### src/rtl/uart_pkg.sv
// uart_pkg: shared constants, frame builder and top FSM state type for uart_tx_data3.
// UART_TX_PARITY_EN adds an even-parity bit to every frame (11-bit frames instead of 10).
package uart_pkg;
  localparam int DATA_BITS = 8;
  localparam int NUM_BYTES = 5;
`ifdef UART_TX_PARITY_EN
  localparam int FRAME_BITS = 11;
`else
  localparam int FRAME_BITS = 10;
`endif
  typedef enum logic [1:0] {IDLE, SEND, DONE} state_t;
  function automatic logic [FRAME_BITS-1:0] make_frame(input logic [DATA_BITS-1:0] d);
`ifdef UART_TX_PARITY_EN
    return {1'b1, ^d, d, 1'b0};
`else
    return {1'b1, d, 1'b0};
`endif
  endfunction
endpackage

### src/rtl/uart_tx_data3_if.sv
// uart_tx_data3_if: payload/start/done handshake and serial line of uart_tx_data3.
interface uart_tx_data3_if;
  logic [39:0] Data40;
  logic Trans_Go;
  logic Trans_Done;
  logic uart_tx;
  modport master (output Data40, Trans_Go, input Trans_Done, uart_tx);
  modport slave (input Data40, Trans_Go, output Trans_Done, uart_tx);
endinterface

### src/rtl/uart_tx_data3_byte_tx.sv
// uart_byte_tx: single-byte UART transmitter; frame shape comes from uart_pkg (UART_TX_PARITY_EN).
module uart_byte_tx
  import uart_pkg::*;
#(
  parameter int CLK_FREQ = 50_000_000,
  parameter int BAUD = 115200
) (
  input logic Clk,
  input logic Reset,
  input logic [7:0] Data,
  input logic Send_Go,
  output logic Tx_Done,
  output logic uart_tx
);
  localparam int BIT_CYC = CLK_FREQ / BAUD;
  localparam int BW = BIT_CYC > 1 ? $clog2(BIT_CYC) : 1;
  localparam logic [BW-1:0] BAUD_MAX = BW'(BIT_CYC - 1);
  localparam logic [3:0] LAST_BIT = 4'(FRAME_BITS - 1);
  logic [FRAME_BITS-1:0] sh;
  logic [BW-1:0] baud;
  logic [3:0] bit_cnt;
  logic busy, wrap;
  // The line is the LSB of the frame shifter; it refills with ones so it idles high.
  assign uart_tx = sh[0];
  assign wrap = busy && baud == BAUD_MAX;
  // Done is raised in the last stop-bit cycle so the next byte can load without a gap.
  assign Tx_Done = wrap && bit_cnt == LAST_BIT;
  always_ff @(posedge Clk or posedge Reset)
    if (Reset) begin
      sh <= '1;
      baud <= '0;
      bit_cnt <= '0;
      busy <= 1'b0;
    end else if (Send_Go) begin
      sh <= make_frame(Data);
      baud <= '0;
      bit_cnt <= '0;
      busy <= 1'b1;
    end else if (wrap) begin
      sh <= {1'b1, sh[FRAME_BITS-1:1]};
      baud <= '0;
      bit_cnt <= bit_cnt + 4'd1;
      busy <= !Tx_Done;
    end else if (busy) begin
      baud <= baud + 1'b1;
    end
endmodule

### src/rtl/uart_tx_data3.sv
// uart_tx_data3: sends a latched 40-bit word as five back-to-back UART frames, LSB byte first.
// UART_TX_PARITY_EN selects 8E1-style frames with an even-parity bit.
module uart_tx_data3
  import uart_pkg::*;
#(
  parameter int CLK_FREQ = 50_000_000,
  parameter int BAUD = 115200
) (
  input logic Clk,
  input logic Reset,
  uart_tx_data3_if.slave bus
);
  state_t state, state_n;
  logic go_q, kick, go_edge, tx_done, send_go, last;
  logic [NUM_BYTES*DATA_BITS-1:0] data_q;
  logic [2:0] idx;
  assign go_edge = bus.Trans_Go & ~go_q;
  assign last = idx == 3'(NUM_BYTES - 1);
  // Byte 0 is kicked one cycle after the start edge; later bytes chain on the previous done.
  assign send_go = kick | (state == SEND && tx_done && !last);
  assign bus.Trans_Done = state == DONE;
  always_ff @(posedge Clk or posedge Reset)
    if (Reset) state <= IDLE;
    else state <= state_n;
  always_comb
    state_n = state == IDLE ? (go_edge ? SEND : IDLE) :
              state == SEND ? ((tx_done && last) ? DONE : SEND) : IDLE;
  always_ff @(posedge Clk or posedge Reset)
    if (Reset) begin
      go_q <= 1'b0;
      kick <= 1'b0;
      data_q <= '0;
      idx <= '0;
    end else begin
      go_q <= bus.Trans_Go;
      kick <= state == IDLE && go_edge;
      if (state == IDLE && go_edge) begin
        data_q <= bus.Data40;
        idx <= '0;
      end else if (state == SEND && tx_done) begin
        data_q <= data_q >> DATA_BITS;
        idx <= idx + 3'd1;
      end
    end
  uart_byte_tx #(.CLK_FREQ(CLK_FREQ), .BAUD(BAUD)) u_byte (
    .Clk(Clk),
    .Reset(Reset),
    .Data(kick ? data_q[7:0] : data_q[15:8]),
    .Send_Go(send_go),
    .Tx_Done(tx_done),
    .uart_tx(bus.uart_tx)
  );
endmodule

### src/flat_wrapper.sv
// flat-port wrapper written by rule: the top's interface ports become plain ports
module uart_tx_data3_flat import uart_pkg::*;
#(
  parameter int CLK_FREQ = 50_000_000,
  parameter int BAUD = 115200
)
  (Clk, Reset, bus_Data40, bus_Trans_Go, bus_Trans_Done, bus_uart_tx);
  uart_tx_data3_if bus_i ();
  input logic Clk;
  input logic Reset;
  input wire logic [$bits(bus_i.Data40)-1:0] bus_Data40;
  input wire logic [$bits(bus_i.Trans_Go)-1:0] bus_Trans_Go;
  output wire logic [$bits(bus_i.Trans_Done)-1:0] bus_Trans_Done;
  output wire logic [$bits(bus_i.uart_tx)-1:0] bus_uart_tx;
  assign bus_i.Data40 = bus_Data40;
  assign bus_i.Trans_Go = bus_Trans_Go;
  assign bus_Trans_Done = bus_i.Trans_Done;
  assign bus_uart_tx = bus_i.uart_tx;
  uart_tx_data3 #(.CLK_FREQ(CLK_FREQ), .BAUD(BAUD)) u_core (.Clk(Clk), .Reset(Reset), .bus(bus_i));
endmodule
### config.mk
export PLATFORM = sky130hd
export DESIGN_NAME = uart_tx_data3_flat
export DESIGN_NICKNAME = d
export VERILOG_FILES = /design/src/rtl/uart_pkg.sv /design/src/rtl/uart_tx_data3_if.sv /design/src/rtl/uart_tx_data3_byte_tx.sv /design/src/rtl/uart_tx_data3.sv /design/src/flat_wrapper.sv
export SDC_FILE = /design/constraint.sdc
export NUM_CORES = 1
export LEC_CHECK = 0
export ABC_CLOCK_PERIOD_IN_PS = 2900
export CORE_ASPECT_RATIO = 0.9
export CORE_UTILIZATION = 35
export DETAILED_ROUTE_END_ITERATION = 10
export GPL_TIMING_DRIVEN = 1
export PLACE_DENSITY_LB_ADDON = 0.2
export SETUP_SLACK_MARGIN = 0.05
export SKIP_LAST_GASP = 1
export SLEW_MARGIN = 5
export SYNTH_ARGS = -nofsm -noshare
export SYNTH_HDL_FRONTEND = slang
export SYNTH_SLANG_ARGS = --single-unit
### constraint.sdc
create_clock -name Clk -period 2.9 [get_ports Clk]
set_clock_uncertainty 0.15 [all_clocks]
set_input_delay 0.29 -clock Clk [delete_from_list [all_inputs] [get_ports Clk]]
set_output_delay 0.29 -clock Clk [all_outputs]
set_load 0.02 [all_outputs]
**Yosys cells after proc, flatten, opt, wreduce, memory -nomap -nowiden**

Index checks and enable logic that the tools add are counted.

- Multiply operators: 0
- Reductions and logical operators: 12
- Divide/modulo/power cells: 0
- Bitwise gates (word level): 3
- $add $sub $neg: 3
- Magnitude comparators: 0
- Shift-type cells: 0
- Muxes and demuxes: 18
- Equality and inequality tests: 5

Operators with widths:

| cell | count |
|---|---|
| $mux W40 | 2 |
| $mux W9 | 3 |
| $mux W10 | 2 |
| $add A9 B1 Y9 const B | 1 |
| $eq A9 B9 Y1 const B | 1 |
| $mux W4 | 2 |
| $mux W8 | 1 |
| $logic_and A1 B1 Y1 | 6 |
| $mux W2 | 3 |
| $mux W3 | 2 |
| $add A4 B1 Y4 const B | 1 |
| $eq A4 B4 Y1 const B | 1 |
| $reduce_bool A2 Y1 | 2 |
| $add A3 B1 Y3 const B | 1 |
| $eq A3 B3 Y1 const B | 1 |
| $mux W1 | 3 |
| $reduce_bool A3 Y1 | 1 |
| $eq A2 B1 Y1 const B | 1 |
| $eq A2 B2 Y1 const B | 1 |
| $logic_not A1 Y1 | 2 |
| $logic_not A2 Y1 | 1 |
| $and A1 B1 Y1 | 1 |
| $not A1 Y1 | 1 |
| $or A1 B1 Y1 | 1 |

- Logic and storage cells: 50
- Output and inout port bits: 2
- Memory bits (writable): 0
- Input port bits: 43
- Memory bits (read-only): 0
- Memories: 0
- Bits in latches: 0
- Register bits after elaboration: 71

**Logic depth before layout (Yosys ltp)**

- Depth in word-level cells: 7
- Depth in mapped cells: 8
- Mapped depth without buffers: 6

**By module**

From an unflattened synthesis, not the netlist that was laid out.

- Cell total of the unflattened synthesis: 291
- Area, all modules: 3433.3 sq um

Modules (own cells, without submodules):

| module | times used | cells each | area each (sq um) | seq. area each (sq um) |
|---|---|---|---|---|
| uart_tx_data3 | 1 | 160 | 2085.8 | 1176.1 |
| uart_byte_tx | 1 | 131 | 1347.5 | 586.8 |

**Worst setup path before layout**

OpenSTA, ideal clock, no wires.

- Kind: register to register
- From: reg u_core.u_byte.baud[2]
- To: reg u_core.idx[2]
- Period minus slack after synthesis: 2349 ps
- Data arrival time: 2063 ps
- Required time: 2614 ps
- Setup slack: 551 ps
- Setup time: 136 ps
- Stages on the path, launching flop included: 8
- Buffers on the path: 3
- Cell sequence: dfrtp_1 -> buf_6 -> or4b_4 -> or4_4 -> buf_6 -> buf_2 -> o21ai_0 -> a21oi_1

- Longest elaborated chain between the ends: 5

RTL lines:

| element | line | source |
|---|---|---|
| start: declaration | uart_tx_data3_byte_tx.sv:20 | `logic [BW-1:0] baud;` |
| start signal: assignment | uart_tx_data3_byte_tx.sv:45 | `baud <= baud + 1'b1;` |
| $eq A9 B9 Y1 | uart_tx_data3_byte_tx.sv:25 | `assign wrap = busy && baud == BAUD_MAX;` |
| $logic_and A1 B1 Y1 | uart_tx_data3_byte_tx.sv:25 |  |
| $logic_and A1 B1 Y1 | uart_tx_data3_byte_tx.sv:27 | `assign Tx_Done = wrap && bit_cnt == LAST_BIT;` |
| $logic_and A1 B1 Y1 | uart_tx_data3.sv:40 | `end else if (state == SEND && tx_done) begin` |
| $reduce_bool A2 Y1 (no line) | - |  |
| end signal: assignment | uart_tx_data3.sv:42 | `idx <= idx + 3'd1;` |
| end: declaration | uart_tx_data3.sv:16 | `logic [2:0] idx;` |

Every way passes these cells.
A chain may end at the register's enable or synchronous reset.

**Worst setup path after layout**

- From: reg u_core.u_byte.baud[2]
- To: reg u_core.data_q[7]

- Longest elaborated chain between the ends: 5

RTL lines:

| element | line | source |
|---|---|---|
| $eq A9 B9 Y1 | uart_tx_data3_byte_tx.sv:25 |  |
| $logic_and A1 B1 Y1 | uart_tx_data3_byte_tx.sv:25 |  |
| $logic_and A1 B1 Y1 | uart_tx_data3_byte_tx.sv:27 |  |
| $logic_and A1 B1 Y1 | uart_tx_data3.sv:40 |  |
| $reduce_bool A2 Y1 (no line) | - |  |
| end signal: assignment | uart_tx_data3.sv:38 | `data_q <= bus.Data40;` |
| end signal: assignment | uart_tx_data3.sv:41 | `data_q <= data_q >> DATA_BITS;` |
| end: declaration | uart_tx_data3.sv:15 | `logic [NUM_BYTES*DATA_BITS-1:0] data_q;` |

Every way passes these cells.

==> reports/metrics.cfg <==
[routing]
route.met2.wl_mm=3.26
met3_wirelength_um=257
route.antenna.remaining_nets=0
route.final.wire_length_mm=7.25
vias=2531
dr.first_iter.drc_count=126
post_route_met1_wirelength_mm=3.63
drt_first_pass_iters=4
drt-wirelength-per-cell_um=14.2
route.detailed.vias_per_inst=4.96
drc=0
maxUsedRoutingLayer=met4

[critical_path]
worstSetupStartpointType=flop
critPathKind=flop to flop
timing.critical_path.required_ns=2.96
cp_max_fo=38
slowest_delay_ns=0.63
cp-end-kind=flop
critPathArrivalTime_ns=2.53
timing.reg2reg.setup_slack_ns=0.42
critical-path-slowest-cell=or4_4
ordered_list_of_cells_on_the_worst_path=or4b_4 > or4_4 > buf_12 > mux2i_1 > o21ai_0

[cts]
worst_skew_pair.late_latency_ns=0.34
cts_max_path_buffers=2
cts_root_buf=clkbuf_8
tritoncts_clock_tree=done
h-tree-depth=3
post_cts_hold_buffer_count=0
clk_pin_slew_ns=0.07
postCtsSetupBuffers=0
numClockSinks=70
cts_resized=0
number_of_clock_buffers_inserted_by_tritoncts=9

[floorplanning]
die_area_sq_mm=0.0101
core_region_area_sq_mm=0.00929
std_cell_rows=33
floorplan.io_pins=45
fp.dieW_um=106
initial_core_utilization_pct=36.6
die_height_um=95.6

[synth]
synth_commonest_cells=74 x nand2_1, 61 x dfrtp_1, 43 x o21ai_0
synth.ff_latch_count=70
synth.largest_area_cell=dfrtp_1
synth_seq_area_share_pct=51.8
syn_avg_cell_area_sq_um=9.98
synthFlopType=dfrtp_1
netlist.area_leader.share_pct=44.9
net_count_after_synthesis=390
synth_edf_count=0
yosysWarnings=0
ys_top_cells_by_area=dfrtp_1 45%, mux2i_1 12%, nand2_1 8.2%
netlist_instances=341
synth.cell_area_sq_mm=0.00340
yosys.cell_count.top_type=nand2_1
number_of_distinct_library_cell_variants_in_the_gate_level_netlist_after_synthesis=42
ys_async_sr_fraction_pct=100

[place]
port_buffers=44
pre_cts_slack_ns=0.447
post-dp-hpwl_mm=4.77
placed_cells=494
gp_congestion=0.853

[pwr]
leakage_power_uw=0.00195
powerDensity_mw_per_mm2=752
max-vdd-ir-drop_v=0.000320

[hold_path]
min-delay-path-class=primary input to asynchronous set/reset pin

[global_routing]
antenna_found_initial=0
grt.total_usage_pct=15.6
pin_count_of_the_biggest_net_entering_global_routing=86
grt_first_pass_wirelength_mm=12.2
grt_pass1_vias=2495
grt_overflow=0

[run_status]
status=completed

[job]
timing.max_cap.violations=0

[timing]
unrepaired_setup_endpoints_after_global_routing=false
post-route-worst-setup-slack_ns=0.425
tightestPinTransition_ns=0.632
period_minus_slack_ns=2.48
final.period_utilization_pct=85.3
whs_ns=0.173
final-setup-viol-count=0
timing.final.max_slew_violations=0
setup-tns-final_ns=0
hold_violations=0
max-slew-margin-rel_pct=57.9
fmaxAchievable_ghz=0.404

[finish]
seq_area_sq_mm=0.00176
multi_input_gate_area_sq_mm=0.00150
insertedDiodeCount=0
nFillCells=893
post_route_cells_drive_above_1_share_pct=9.79
instances_no_fill=510
area.growth.synth_to_final_pct=24.7
final_nets=432

==> metal layers <==
layer	global-route usage [%]	vias up
li1	-	1271
met1	21.1	1206
met2	23.7	46
met3	4.10	8
met4	6.48	0
met5	0	-
==> critical path, delay by kind of cell (launching register included) <==
kind                   cells  cell delay [ns]
muxes                      1             0.17
buffers and inverters      1             0.23
DFF                        1             0.45
AOI/OAI and AO/OA          1             0.10
and+or+nand+nor            2             1.23
==> path summary, 6_finish.rpt <==
check,depth (start not counted),to,start
worst max-delay path,5,u_core.data_q[7],u_core.u_byte.baud[2]
worst min-delay path,3,u_core.u_byte.bit_cnt[1],Reset
worst max register to register,5,u_core.data_q[7],u_core.u_byte.baud[2]
worst min register to register,2,u_core.u_byte.sh[0],u_core.u_byte.sh[1]
max in group asynchronous,3,u_core.u_byte.sh[3],Reset
min in group Clk,1,u_core.go_q,bus_Trans_Go
==> area by class of cell <==
type / count / share of cell area [%]
inverters: 9 / 0.796
multi-input cells: 241 / 35.2
clock buffers: 10 / 3.01
well taps: 122 / 3.60
repair buffers: 52 / 12.7
flip-flops and latches: 70 / 41.5
clock inverters: 6 / 3.15
==> where the power goes <==
part / switching (uW) / internal, uW / leakage [uW]
combinational: 263 / 306 / 0.000983
sequential: 271 / 1330 / 0.000836
clock: 364 / 659 / 0.000130
total: 898 / 2290 / 0.00195
==> sequential cells by signal, summed over array words and instances (netlist names) <==
signal	count
u_core.kick	1
u_core.data_q	40
u_core.state	2
u_core.go_q	1
u_core.u_byte.busy	1
u_core.u_byte.sh	9
u_core.u_byte.bit_cnt	4
u_core.u_byte.baud	9
u_core.idx	3
==> kinds of logic (layout without fill, tap and decap cells) <==
| family | after synthesis | after routing | synth area share (%) |
|---|---|---|---|
| xor+xnor | 4 | 4 | 1.03 |
| flops | 70 | 70 | 51.8 |
| compound gates | 71 | 71 | 12.3 |
| mux | 41 | 41 | 12.1 |
| fa+ha+maj | 6 | 6 | 2.21 |
| buf+inv | 30 | 77 | 4.45 |
| simple gates | 119 | 119 | 16.2 |
==> stage by stage <==
stage | util, % | total power [uW] | area (sq um)
after detailed placement | 42.9 | 2190 | 3980
after global routing | 45.7 | 3400 | 4240
after CTS | 45.7 | 3230 | 4240
final | 45.7 | 3190 | 4240
after floorplan | - | 1970 | 3400
after global placement | 42.9 | 2160 | 3980
==> cells in the final DEF, fill, tap and decap left out, drive strengths merged, types with 2 or more instances in the layout <==
cell and n:
a31oi 2, dfstp 9, clkbuf 10, nor2b 2, nor3 3, ha 6
nor4 2, nand4 5, bufinv 4, nand4b 2, mux2i 41, xnor2 3
nand3 6, clkdlybuf4s50 44, inv 9, nor4b 2, o221ai 7, clkinv 2
buf 8, dfrtp 61, or3 6, a21o 2, nor2 11, a21oi 7
o21ai 43, nand2 74
(Power assumes the default switching activity.)
